[config.mk]
export PLATFORM = sky130hd
export DESIGN_NAME = run_controller_flat
export DESIGN_NICKNAME = d
export VERILOG_FILES = /design/src/rtl/run_controller_if.sv /design/src/rtl/run_controller.sv /design/src/flat_wrapper.sv
export SDC_FILE = /design/constraint.sdc
export NUM_CORES = 1
export LEC_CHECK = 0
export ABC_AREA = 1
export CORE_MARGIN = 3
export CORE_UTILIZATION = 40
export DETAILED_ROUTE_END_ITERATION = 12
export GPL_ROUTABILITY_DRIVEN = 0
export GPL_TIMING_DRIVEN = 0
export PLACE_DENSITY = 0.69
export SYNTH_ARGS = -nofsm -noshare
export SYNTH_HDL_FRONTEND = slang
export SYNTH_SLANG_ARGS = --single-unit
[constraint.sdc]
create_clock -name mclk -period 1.6 [get_ports mclk]
set_input_delay 0.32 -clock mclk [delete_from_list [all_inputs] [get_ports mclk]]
set_output_delay 0.32 -clock mclk [all_outputs]
set_load 0.1 [all_outputs]
[src/rtl/run_controller_if.sv]
// rtl/run_controller_if.sv - control/status bundle between the run controller and its host
//
// Purpose: groups the run/step requests, prescaler setting, CPU status inputs
// and the clock-enable/status outputs of run_controller into one bundle.
// Signals (slave = run_controller view):
//   i_run, i_stop, i_step_cycle, i_step_instr : single-cycle request pulses
//   i_div        [PRESCALE_WIDTH] : one enable every i_div+1 mclk cycles
//   i_instr_end  : CPU on final microstep of an instruction
//   i_hlt_instr  : CPU decoding a HLT opcode
//   i_bp_en, i_bp_addr [ADDR_WIDTH], i_pc [ADDR_WIDTH] : breakpoint compare
//   o_mclk_en    : CPU register clock enable pulse
//   o_halt       : high while HALTED
//   o_state [2]  : HALTED=0, RUN=1, STEP_CYC=2, STEP_INS=3
//   o_bp_hit     : sticky, last halt caused by the breakpoint
interface run_controller_if #(
  parameter int PRESCALE_WIDTH = 16,
  parameter int ADDR_WIDTH     = 4
);
  logic                      i_run;
  logic                      i_stop;
  logic                      i_step_cycle;
  logic                      i_step_instr;
  logic [PRESCALE_WIDTH-1:0] i_div;
  logic                      i_instr_end;
  logic                      i_hlt_instr;
  logic                      i_bp_en;
  logic [ADDR_WIDTH-1:0]     i_bp_addr;
  logic [ADDR_WIDTH-1:0]     i_pc;
  logic                      o_mclk_en;
  logic                      o_halt;
  logic [1:0]                o_state;
  logic                      o_bp_hit;

  modport master (
    output i_run, i_stop, i_step_cycle, i_step_instr, i_div,
           i_instr_end, i_hlt_instr, i_bp_en, i_bp_addr, i_pc,
    input  o_mclk_en, o_halt, o_state, o_bp_hit
  );

  modport slave (
    input  i_run, i_stop, i_step_cycle, i_step_instr, i_div,
           i_instr_end, i_hlt_instr, i_bp_en, i_bp_addr, i_pc,
    output o_mclk_en, o_halt, o_state, o_bp_hit
  );
endinterface

[src/rtl/run_controller.sv]
// rtl/run_controller.sv - CPU run/step controller with prescaled clock enable and breakpoint
//
// Purpose: decides whether the CPU runs freely, single-microsteps, steps one
// instruction or stays halted, and emits the prescaled register clock enable.
// Ports:
//   mclk  : system clock, all state updates on rising edge
//   rst_n : asynchronous active-low reset
//   bus   : run_controller_if slave modport (requests, divider, CPU status in;
//           o_mclk_en, o_halt, o_state, o_bp_hit out)
module run_controller #(
  parameter int PRESCALE_WIDTH = 16,
  parameter int ADDR_WIDTH     = 4
) (
  input  logic           mclk,
  input  logic           rst_n,
  run_controller_if.slave bus
);

  typedef enum logic [1:0] {
    HALTED   = 2'd0,
    RUN      = 2'd1,
    STEP_CYC = 2'd2,
    STEP_INS = 2'd3
  } state_t;

  state_t                    r_state;
  state_t                    w_next_state;
  logic [PRESCALE_WIDTH-1:0] r_cnt;
  logic                      r_bp_hit;
  logic                      w_mclk_en;
  logic                      w_bp_match;
  logic                      w_set_bp;

  // Enable is a pure decode of registered state, so a stop arriving in the
  // same cycle never truncates the pulse already being emitted.
  assign w_mclk_en  = (r_state != HALTED) && (r_cnt == bus.i_div);
  assign w_bp_match = bus.i_instr_end && bus.i_bp_en && (bus.i_pc == bus.i_bp_addr);

  always_comb begin
    w_next_state = r_state;
    w_set_bp     = 1'b0;
    case (r_state)
      HALTED: begin
        if (!bus.i_hlt_instr) begin
          if (bus.i_run)             w_next_state = RUN;
          else if (bus.i_step_instr) w_next_state = STEP_INS;
          else if (bus.i_step_cycle) w_next_state = STEP_CYC;
        end
      end
      default: begin
        if (bus.i_stop || bus.i_hlt_instr) w_next_state = HALTED;
        if (r_state == STEP_CYC && w_mclk_en) w_next_state = HALTED;
        if (r_state == STEP_INS && w_mclk_en && bus.i_instr_end) w_next_state = HALTED;
        if (r_state != STEP_CYC && w_mclk_en && w_bp_match) begin
          w_next_state = HALTED;
          w_set_bp     = 1'b1;
        end
      end
    endcase
  end

  always_ff @(posedge mclk or negedge rst_n) begin
    if (!rst_n) begin
      r_state  <= HALTED;
      r_cnt    <= '0;
      r_bp_hit <= 1'b0;
    end else begin
      r_state <= w_next_state;
      // Held at zero while halted so every restart begins a fresh divide period.
      // A divider lowered below cnt counts on through the natural wrap.
      if (r_state == HALTED)       r_cnt <= '0;
      else if (r_cnt == bus.i_div) r_cnt <= '0;
      else                         r_cnt <= r_cnt + PRESCALE_WIDTH'(1);
      if (r_state == HALTED && w_next_state != HALTED) r_bp_hit <= 1'b0;
      else if (w_set_bp)                                r_bp_hit <= 1'b1;
    end
  end

  assign bus.o_mclk_en = w_mclk_en;
  assign bus.o_halt    = (r_state == HALTED);
  assign bus.o_state   = r_state;
  assign bus.o_bp_hit  = r_bp_hit;

endmodule
[src/flat_wrapper.sv]
// flat-port wrapper written by rule: the top's interface ports become plain ports
module run_controller_flat 
#(
  parameter int PRESCALE_WIDTH = 16,
  parameter int ADDR_WIDTH     = 4
)
  (mclk, rst_n, bus_i_run, bus_i_stop, bus_i_step_cycle, bus_i_step_instr, bus_i_div, bus_i_instr_end, bus_i_hlt_instr, bus_i_bp_en, bus_i_bp_addr, bus_i_pc, bus_o_mclk_en, bus_o_halt, bus_o_state, bus_o_bp_hit);
  run_controller_if #(.PRESCALE_WIDTH(PRESCALE_WIDTH), .ADDR_WIDTH(ADDR_WIDTH)) bus_i ();
  input  logic mclk;
  input  logic rst_n;
  input wire logic [$bits(bus_i.i_run)-1:0] bus_i_run;
  input wire logic [$bits(bus_i.i_stop)-1:0] bus_i_stop;
  input wire logic [$bits(bus_i.i_step_cycle)-1:0] bus_i_step_cycle;
  input wire logic [$bits(bus_i.i_step_instr)-1:0] bus_i_step_instr;
  input wire logic [$bits(bus_i.i_div)-1:0] bus_i_div;
  input wire logic [$bits(bus_i.i_instr_end)-1:0] bus_i_instr_end;
  input wire logic [$bits(bus_i.i_hlt_instr)-1:0] bus_i_hlt_instr;
  input wire logic [$bits(bus_i.i_bp_en)-1:0] bus_i_bp_en;
  input wire logic [$bits(bus_i.i_bp_addr)-1:0] bus_i_bp_addr;
  input wire logic [$bits(bus_i.i_pc)-1:0] bus_i_pc;
  output wire logic [$bits(bus_i.o_mclk_en)-1:0] bus_o_mclk_en;
  output wire logic [$bits(bus_i.o_halt)-1:0] bus_o_halt;
  output wire logic [$bits(bus_i.o_state)-1:0] bus_o_state;
  output wire logic [$bits(bus_i.o_bp_hit)-1:0] bus_o_bp_hit;
  assign bus_i.i_run = bus_i_run;
  assign bus_i.i_stop = bus_i_stop;
  assign bus_i.i_step_cycle = bus_i_step_cycle;
  assign bus_i.i_step_instr = bus_i_step_instr;
  assign bus_i.i_div = bus_i_div;
  assign bus_i.i_instr_end = bus_i_instr_end;
  assign bus_i.i_hlt_instr = bus_i_hlt_instr;
  assign bus_i.i_bp_en = bus_i_bp_en;
  assign bus_i.i_bp_addr = bus_i_bp_addr;
  assign bus_i.i_pc = bus_i_pc;
  assign bus_o_mclk_en = bus_i.o_mclk_en;
  assign bus_o_halt = bus_i.o_halt;
  assign bus_o_state = bus_i.o_state;
  assign bus_o_bp_hit = bus_i.o_bp_hit;
  run_controller #(.PRESCALE_WIDTH(PRESCALE_WIDTH), .ADDR_WIDTH(ADDR_WIDTH)) u_core (.mclk(mclk), .rst_n(rst_n), .bus(bus_i));
endmodule
==> results.md <==
- Startpoint Class: input port
- Hold WS: 0.511 ns
- Post-DRT Antenna Nets: 0
- Clock root buffer: clkbuf_4
- Synth-to-layout area growth: 53.6%
- Maximum VDD drop: 0.000437 V
- Sequential-to-total area share from yosys stat: 34.0%
- Clock network latency to the later pin of the worst-skew pair: 0.30 ns
- GRT Overall Usage: 15.5%
- Commonest cells post-synth: 64 x nand2_1, 35 x inv_1, 26 x nor2_1
- Max-cap viol count: 0
- Mapped Avg Cell Area: 6.76 um^2
- Routed via count: 1,442
- Power Dens Cells: 580 nW/um^2
- Die area: 4250 um^2
- Peak Freq: 522 MHz
- Max clock buf depth: 2
- Rel. slew slack: 40.1%
- Top-area cell type share of the netlist area: 34.0%
- Placed cells: 288
- Syn nets: 241
- Remaining Overflow, GRT: 0
- Fin. Hold Viols: 0
- First-pass GRT wire length: 5.24 mm
- Static Leak: 1.02 nW
- Post-synth EDFFs: 0
- Critical path class: input port to output port
- DRT Wirelength: 3.38 mm
- Synth area leaders: dfrtp_1 34%, nand2_1 17%, inv_1 9.4%, nor2_1 7.0%, xor2_1 4.4%
- Number of global-route vias before repair: 1,192
- Share of cells above drive strength 1: 31.7%
- Dpl cell area: 1850 um^2
- Routed WL per cell: 10.7 um
- WP data arrival: 1.59 ns
- Final non-filler cell total: 315
- Final nets: 306
- Row count: 20
- Count leader, synth: nand2_1
- Setup violations, final: 9
- Min-delay worst type: flip-flop to flip-flop
- CTS tree: yes
- TritonCTS buffer count: 3
- Remaining DRCs: 0
- Initial core utilization: 43.7%
- Post-Place Worst Slack: -1.41 ns
- FILL cells: 285
- Die H: 65.2 um
- First DRT Iteration DRCs: 38
- Failing checks: negative setup slack
- Minimum clock period: 1.91 ns
- Worst Max-Slew Pin Slew: 0.895 ns
- Ports: 38
- Crit. End Element: output port
- Post-DP HPWL: 2.34 mm
- Period utilisation layout: 120%
- #FFs+latches synth: 19
- Clock transition at the registers of the reported paths: 0.10 ns
- Synthesized cell area: 1400 um^2
- Post-synth cell types: 29
- WP data required: 1.28 ns
- Post-synth ARST share: 100%
- Mapped Cells: 207
- Unrepaired setup endpoints after global routing: yes
- Clock sinks: 19
- Drt pass-1 iters: 4
- Largest net degree at the start of global routing: 20
- CP Max Fanout: 2
- Worst setup margin: -0.314 ns
- # diodes: 0
- Fin area: 2150 um^2
- Result of the run: complete, but fails checks
- Port bufs: 37
- Setup Skew: 0.00936 ns
- Vias/cell: 4.58
- Die width: 65.2 um
- H-tree Lvls: 1
- Top_reg_cell synth: dfrtp_1
- Warnings from Yosys: 0
- Core Area: 3200 um^2
- Yosys top cell by area: dfrtp_1
- Slew Viols, Final: 0
- Initial antenna violation count: 0
- Post-CTS Hold Fix Bufs: 0
==> registers in the layout, indices dropped and copies added, names as in the netlist <==
signal               flops
u_core.bus.o_bp_hit      1
u_core.bus.o_state       2
u_core.r_cnt            16
==> final timing paths <==
kind | from | slack [ns] | endpoint | cells after the start
min reg2reg | u_core.r_cnt[0]$_DFF_PN0_ | 0.51 | u_core.r_cnt[0]$_DFF_PN0_ | 1
min | u_core.r_cnt[0]$_DFF_PN0_ | 0.51 | u_core.r_cnt[0]$_DFF_PN0_ | 1
min in group asynchronous | rst_n | 0.52 | u_core.r_cnt[6]$_DFF_PN0_ | 1
max in group asynchronous | rst_n | 0.44 | u_core.bus.o_state[0]$_DFF_PN0_ | 1
max reg2reg | u_core.r_cnt[0]$_DFF_PN0_ | -0.23 | u_core.r_cnt[14]$_DFF_PN0_ | 11
max | bus_i_div[12] | -0.31 | bus_o_mclk_en | 10
==> timing repair <==
| item | 4_1_cts | 5_1_grt |
|---|---|---|
| gates resized for setup | 54 | 24 |
| gates cloned | 0 | 1 |
| setup buffers | 11 | 11 |
| pin swaps | 15 | 16 |
| setup endpoints to repair | 22 | 19 |
==> kinds of logic (layout without fill, tap and decap cells) <==
family	after synthesis	in the layout	synth area share [%]
simple gates	122	122	41.1
xor+xnor	10	10	6.26
fa+ha+maj	1	1	0.894
flops	19	19	34.0
compound gates	14	14	6.70
buf+inv	41	105	11.1
==> power by group <==
part | internal, mW | switching [mW] | total (mW)
sequential | 0.506 | 0.0275 | 0.533
combinational | 0.201 | 0.268 | 0.469
clock | 0.0971 | 0.148 | 0.245
total | 0.804 | 0.443 | 1.25
==> critical path, cell delays in order <==
cell and delay (ns):
clkdlybuf4s50_1 0.47, inv_1 0.04, nand2_1 0.05, nand2_1 0.05
nor2_1 0.08, nand2_1 0.09, nor2_4 0.15, nand3_4 0.10
clkinvlp_4 0.09, buf_12 0.16
==> through the flow <==
| stage | utilization, % | total power, mW | setup TNS [ns] |
|---|---|---|---|
| 2_1_floorplan | - | 0.799 | -4.46 |
| 3_3_place_gp | 57.9 | 0.951 | -8.91 |
| 3_5_place_dp | 57.9 | 0.951 | -9.33 |
| 4_1_cts | 61.4 | 1.20 | -0.771 |
| 5_1_grt | 67.1 | 1.33 | -2.70 |
| 6_report | 67.1 | 1.25 | -1.08 |
==> cell usage in the layout, fill, tap and decap left out, drive strengths merged <==
cell | Yosys | routed
a211oi | 1 | 1
ha | 1 | 1
buf | 1 | 27
nor3 | 10 | 10
inv | 40 | 39
o21bai | 1 | 1
dfrtp | 19 | 19
o31ai | 1 | 1
nand4 | 1 | 1
or2 | 1 | 1
a31oi | 1 | 1
xnor2 | 3 | 3
clkdlybuf4s15 | 0 | 1
nor2 | 33 | 33
xor2 | 7 | 7
nor3b | 1 | 1
clkinvlp | 0 | 1
a21boi | 1 | 1
clkdlybuf4s50 | 0 | 17
a21oi | 9 | 9
nor4 | 1 | 1
nand2 | 66 | 66
nand3b | 1 | 1
clkbuf | 0 | 5
dlygate4sd2 | 0 | 15
nand3 | 8 | 8
==> layout make-up <==
type	count	area [um^2]	area share [%]
multi-input combinational	147	867	40.3
timing repair buffer	60	548	25.5
sequential	19	485	22.6
inverter	40	154	7.16
tap	44	55.1	2.56
clock buffer	4	26.3	1.22
buffer	1	15.0	0.698
==> metal layers <==
| metal | vias to the layer above | global-route usage [%] | part of all wire (%) |
|---|---|---|---|
| met2 | 30 | 24.4 | 50 |
| met4 | 0 | 2.33 | 0.62 |
| met3 | 2 | 3.93 | 6.0 |
| met1 | 650 | 21.8 | 44 |
| li1 | 760 | - | - |
| met5 | - | 0 | 0 |
Note: power is estimated with default switching activity, not from simulation.
